File: config.mk
export PLATFORM = sky130hd
export DESIGN_NAME = rot_imm_encoder
export DESIGN_NICKNAME = d
export VERILOG_FILES = /design/src/rtl/rot_imm_encoder.sv
export SDC_FILE = /design/constraint.sdc
export NUM_CORES = 1
export LEC_CHECK = 0
export ABC_AREA = 1
export BUFFER_PORTS_ARGS = -buffer_cell sky130_fd_sc_hd__buf_2
export CAP_MARGIN = 15
export CORE_AREA = 2 2 85 148
export DETAILED_ROUTE_END_ITERATION = 7
export DIE_AREA = 0 0 87 150
export SYNTH_ARGS = -nofsm -noshare
export SYNTH_HDL_FRONTEND = slang
export SYNTH_SLANG_ARGS = --single-unit
File: constraint.sdc
create_clock -name clk -period 8.3 [get_ports clk]
set_input_delay 1.66 -clock clk [delete_from_list [all_inputs] [get_ports clk]]
set_output_delay 1.66 -clock clk [all_outputs]
set_load 0.01 [all_outputs]
File: src/rtl/rot_imm_encoder.sv
// Sequential encoder for the 32-bit rotated-immediate operand: finds the smallest rot4 with
// ROR(imm8, 2*rot4) == value. Define ROT_IMM_INV_SEARCH_EN to add a second pass on ~value.
module rot_imm_encoder #(
    parameter int MAX_ROT = 15
) (
    input  logic        clk,
    input  logic        rst_n,
    input  logic        start,
    input  logic [31:0] value,
    output logic        busy,
    output logic        done,
    output logic        found,
    output logic [11:0] imm12,
    output logic        inv
);

    typedef enum logic [1:0] {
        S_IDLE,
        S_SEARCH,
        S_DONE
    } state_t;

    localparam logic [3:0] LAST_ROT = 4'(MAX_ROT);

    state_t      state_q, state_d;
    logic [31:0] vreg_q, vreg_d;
    logic [3:0]  rot_q, rot_d;
    logic        found_q, found_d;
    logic [11:0] imm12_q, imm12_d;
`ifdef ROT_IMM_INV_SEARCH_EN
    logic        inv_q, inv_d;
`endif

    logic [4:0]  rol_amt;
    logic [5:0]  ror_amt;
    logic [31:0] cand;

    // A left shift by zero pairs with a right shift by 32, which yields zero, so rot 0 is exact.
    assign rol_amt = {rot_q, 1'b0};
    assign ror_amt = 6'd32 - {1'b0, rol_amt};
    assign cand    = (vreg_q << rol_amt) | (vreg_q >> ror_amt);

    // NOTE: every signal written here gets a default first, so no path can infer a latch.
    always_comb begin
        state_d = state_q;
        vreg_d  = vreg_q;
        rot_d   = rot_q;
        found_d = found_q;
        imm12_d = imm12_q;
`ifdef ROT_IMM_INV_SEARCH_EN
        inv_d   = inv_q;
`endif
        case (state_q)
            S_IDLE: begin
                if (start) begin
                    vreg_d  = value;
                    rot_d   = 4'd0;
                    found_d = 1'b0;
                    imm12_d = 12'd0;
`ifdef ROT_IMM_INV_SEARCH_EN
                    inv_d   = 1'b0;
`endif
                    state_d = S_SEARCH;
                end
            end
            S_SEARCH: begin
                if (cand[31:8] == 24'd0) begin
                    imm12_d = {rot_q, cand[7:0]};
                    found_d = 1'b1;
                    state_d = S_DONE;
                end else if (rot_q == LAST_ROT) begin
`ifdef ROT_IMM_INV_SEARCH_EN
                    // Direct pass exhausted: restart on the complement so MVN/BIC forms are found.
                    if (!inv_q) begin
                        vreg_d = ~vreg_q;
                        rot_d  = 4'd0;
                        inv_d  = 1'b1;
                    end else begin
                        found_d = 1'b0;
                        imm12_d = 12'd0;
                        inv_d   = 1'b0;
                        state_d = S_DONE;
                    end
`else
                    found_d = 1'b0;
                    imm12_d = 12'd0;
                    state_d = S_DONE;
`endif
                end else begin
                    rot_d = rot_q + 4'd1;
                end
            end
            S_DONE:  state_d = S_IDLE;
            default: state_d = S_IDLE;
        endcase
    end

    // NOTE: sequential state uses non-blocking assignments so every register samples pre-edge values.
    always_ff @(posedge clk or negedge rst_n) begin
        if (!rst_n) begin
            state_q <= S_IDLE;
            vreg_q  <= 32'd0;
            rot_q   <= 4'd0;
            found_q <= 1'b0;
            imm12_q <= 12'd0;
`ifdef ROT_IMM_INV_SEARCH_EN
            inv_q   <= 1'b0;
`endif
        end else begin
            state_q <= state_d;
            vreg_q  <= vreg_d;
            rot_q   <= rot_d;
            found_q <= found_d;
            imm12_q <= imm12_d;
`ifdef ROT_IMM_INV_SEARCH_EN
            inv_q   <= inv_d;
`endif
        end
    end

    assign busy  = (state_q == S_SEARCH);
    assign done  = (state_q == S_DONE);
    assign found = found_q;
    assign imm12 = imm12_q;
`ifdef ROT_IMM_INV_SEARCH_EN
    assign inv   = inv_q;
`else
    assign inv   = 1'b0;
`endif

endmodule

==> flow_metrics.env <==
export IMPL_grt_setup_unrepaired="false"
export IMPL_clk_path_buf_depth=2
export IMPL_postCtsSetupRepairBufs=0
export IMPL_drt_iter0_drc=308
export IMPL_ant_nets=0
export IMPL_avgSynthCellArea_um2=6.57
export IMPL_fmax_mhz=264
export IMPL_critPathRequiredTime_ns=8.48
export IMPL_r2r_end="imm12[8]"
export IMPL_cts_tree="built"
export IMPL_critPathTopFamily="buffers and inverters"
export IMPL_grt_max_degree=52
export IMPL_whs_path_depth=2
export IMPL_clk_pin_slew_worst_paths_ns=0.07
export IMPL_track_usage_pct=19.5
export IMPL_cts_hold_fix_buffers=0
export IMPL_num_rows=53
export IMPL_syn_inst=618
export IMPL_slew_violations=0
export IMPL_gp_congestion=0.954
export IMPL_fin_skew_ns=0.00310
export IMPL_end_kind="register"
export IMPL_grt_pass1_wl_um=19900
export IMPL_r2r_setup_slack_ns=4.51
export IMPL_coreArea_um2=11900
export IMPL_numClockSinks=51
export IMPL_avgViaCountPerCell=5.42
export IMPL_crit_arrival_ns=3.98
export IMPL_crit_top_cell="nand2_1"
export IMPL_clock_root_buffer="clkbuf_16"
export IMPL_drive_gt1_share_pct=16.5
export IMPL_tightest_slew_ns=0.869
export IMPL_vias=4252
export IMPL_path_cells="buf_4, inv_2, ha_1, buf_4, inv_1, nand3_1, nand2_1, nand2_1, nand2_1, nand2_1, nor2_1, nand2_1, nand2_1, nand2_1, nor2_2, nand2_1, nand2_1, nand2_2, nand2_1, nand2_1"
export IMPL_critPathMaxFanout=32
export IMPL_antenna_cells=0
export IMPL_hold_violations=0
export IMPL_crit_type="reg2reg"
export IMPL_synth_seq_cells=51
export IMPL_cp_slowest_cell="inv_1"
export IMPL_cp_num_buf_inv=4
export IMPL_layout_min_cycle_time_ns=3.79
export IMPL_portBuffers=49
export IMPL_dr_pass1_iters=5
export IMPL_overflow=0
export IMPL_tns_ns=0
export IMPL_clock_latency_ns=0.29
export IMPL_htreeDepth=2
export IMPL_fin_util_pct=37.5
export IMPL_slew_headroom_pct=41.8
export IMPL_final_nets=683
export IMPL_period_share_pct=45.7
export IMPL_place_hpwl_um=9540
export IMPL_fill_cells=1292
export IMPL_syn_nets=655
export IMPL_synth_area_um2=4060
export IMPL_routedWlPerCell_um=15.8
export IMPL_whs_endpoint="imm12[1]"
export IMPL_cts_resized=0
export IMPL_grt_antenna_before_repair=0
export IMPL_grt_pass1_vias=4157
export IMPL_hold_path_class="reg2reg"
export IMPL_ys_seq_area_share_pct=31.4
export IMPL_drc=0
export IMPL_ios=51
export IMPL_ys_types=29
export IMPL_area_delta_synth_final_pct=9.68
export IMPL_drv_cap=0
export IMPL_wirelength_um=12400
export IMPL_cts_made_buffers=5
export IMPL_fp_dieW_um=87
export IMPL_worstRegToRegCells=20
export IMPL_r2r_start="rot_q[1]"
export IMPL_slowest_delay_ns=0.65
export IMPL_die_area_um2=13100
export IMPL_floorplan_die_height_um=150
export IMPL_cp_start_kind="register"
export IMPL_ys_warn_count=0
export IMPL_outcome="complete, no violations"
export IMPL_start_util_pct=34.2
export IMPL_worstHoldStart="imm12[1]"
export IMPL_setup_viol=0
## synthesized netlist by cell type
library cell / count / area, µm²
inv_4: 1 / 6.26
nor2_4: 1 / 11.3
a21oi_1: 10 / 50.1
o21ai_0: 16 / 80.1
nor3_1: 2 / 10.0
nand3_2: 1 / 10.0
buf_4: 7 / 52.6
conb_1: 1 / 3.75
o311ai_0: 2 / 17.5
clkbuf_1: 12 / 45.0
and2_1: 4 / 25.0
nor2_1: 25 / 93.8
ha_1: 2 / 25.0
buf_6: 5 / 56.3
o211ai_1: 8 / 60.1
buf_2: 9 / 45.0
nand4_1: 7 / 43.8
mux2_2: 32 / 360
nand2_2: 4 / 25.0
or2_2: 1 / 6.26
nand2_1: 272 / 1020
nand3_1: 108 / 541
dfrtp_1: 51 / 1280
o221ai_1: 6 / 52.6
inv_2: 4 / 15.0
xnor2_2: 1 / 16.3
o21ai_1: 7 / 35.0
inv_1: 17 / 63.8
nor2_2: 2 / 12.5
## worst max-delay path by stage
| stage | startpoint | to | slack, ns | cells past startpoint |
|---|---|---|---|---|
| floorplan | rot_q[1] | found | 5.53 | 23 |
| global placement | rot_q[0] | imm12[1] | 4.59 | 19 |
| detailed placement | rot_q[0] | imm12[8] | 4.56 | 20 |
| CTS | rot_q[0] | imm12[8] | 4.54 | 20 |
| global route | rot_q[0] | imm12[4] | 4.06 | 20 |
| finish | rot_q[1] | imm12[8] | 4.51 | 20 |
## cell families (layout without fill, tap and decap cells)
kind of cell / Yosys count / count (layout) / share of synthesized area [%]
and+or+nand+nor: 427 / 427 / 44.3
buffers and inverters: 55 / 84 / 7.00
DFF: 51 / 51 / 31.4
AOI/OAI and AO/OA: 49 / 49 / 7.27
muxes: 32 / 32 / 8.88
adders and majority gates: 2 / 2 / 0.616
other: 1 / 1 / 0.0924
xor gates and xnor gates: 1 / 1 / 0.401
## metrics by stage
stage	cell area, µm²	setup slack, ns	instances	hold WS (ns)
after floorplan	4060	5.53	618	0.502
after global placement	4320	4.59	776	0.451
after detailed placement	4320	4.56	776	0.457
final	4450	4.51	784	0.470
after global routing	4450	4.06	784	0.484
after CTS	4450	4.54	784	0.474
## worst reg2reg max path, cell delays in order (launching register included)
cell	delay (ns)
dfrtp_1	0.36
buf_4	0.23
inv_2	0.42
ha_1	0.32
buf_4	0.23
inv_1	0.66
nand3_1	0.16
nand2_1	0.13
nand2_1	0.06
nand2_1	0.17
nand2_1	0.06
nor2_1	0.10
nand2_1	0.06
nand2_1	0.05
nand2_1	0.06
nor2_2	0.12
nand2_1	0.10
nand2_1	0.08
nand2_2	0.15
nand2_1	0.11
nand2_1	0.05
## per-layer routing
layer,global-route usage [%],up-vias,routed length (µm)
met3,2.43,44,471
li1,-,2099,-
met1,20.1,1970,4560
met4,12.3,0,685
met2,36.1,139,6640
met5,0,-,0
## cell type report
type | instances | area, µm² | area share (%)
Timing Repair Buffer | 54 | 283 | 6.35
Clock buffer | 7 | 133 | 2.98
Clock inverter | 1 | 5.00 | 0.112
Tap cell | 137 | 171 | 3.85
Multi-Input combinational cell | 512 | 2500 | 56.1
Sequential cell | 51 | 1280 | 28.7
Inverter | 22 | 85.1 | 1.91
## cell usage in the layout, fill, tap and decap left out
cell,instances
a21oi_1,10
and2_1,4
buf_2,49
buf_4,5
clkbuf_1,2
clkbuf_16,5
clkinv_2,1
conb_1,1
dfrtp_1,51
ha_1,2
inv_1,17
inv_2,4
inv_4,1
mux2_2,32
nand2_1,272
nand2_2,4
nand3_1,108
nand3_2,1
nand4_1,7
nor2_1,25
nor2_2,2
nor2_4,1
nor3_1,2
o211ai_1,8
o21ai_0,16
o21ai_1,7
o221ai_1,6
o311ai_0,2
or2_2,1
xnor2_2,1
## registers in the layout, indices dropped and copies added, names as in the netlist
| signal | count |
|---|---|
| found | 1 |
| state_q | 2 |
| imm12 | 12 |
| rot_q | 4 |
| vreg_q | 32 |
Power is left out: the tool's default activity adds up to more than one toggle a clock period on the data nets, which glitch-free logic cannot reach.
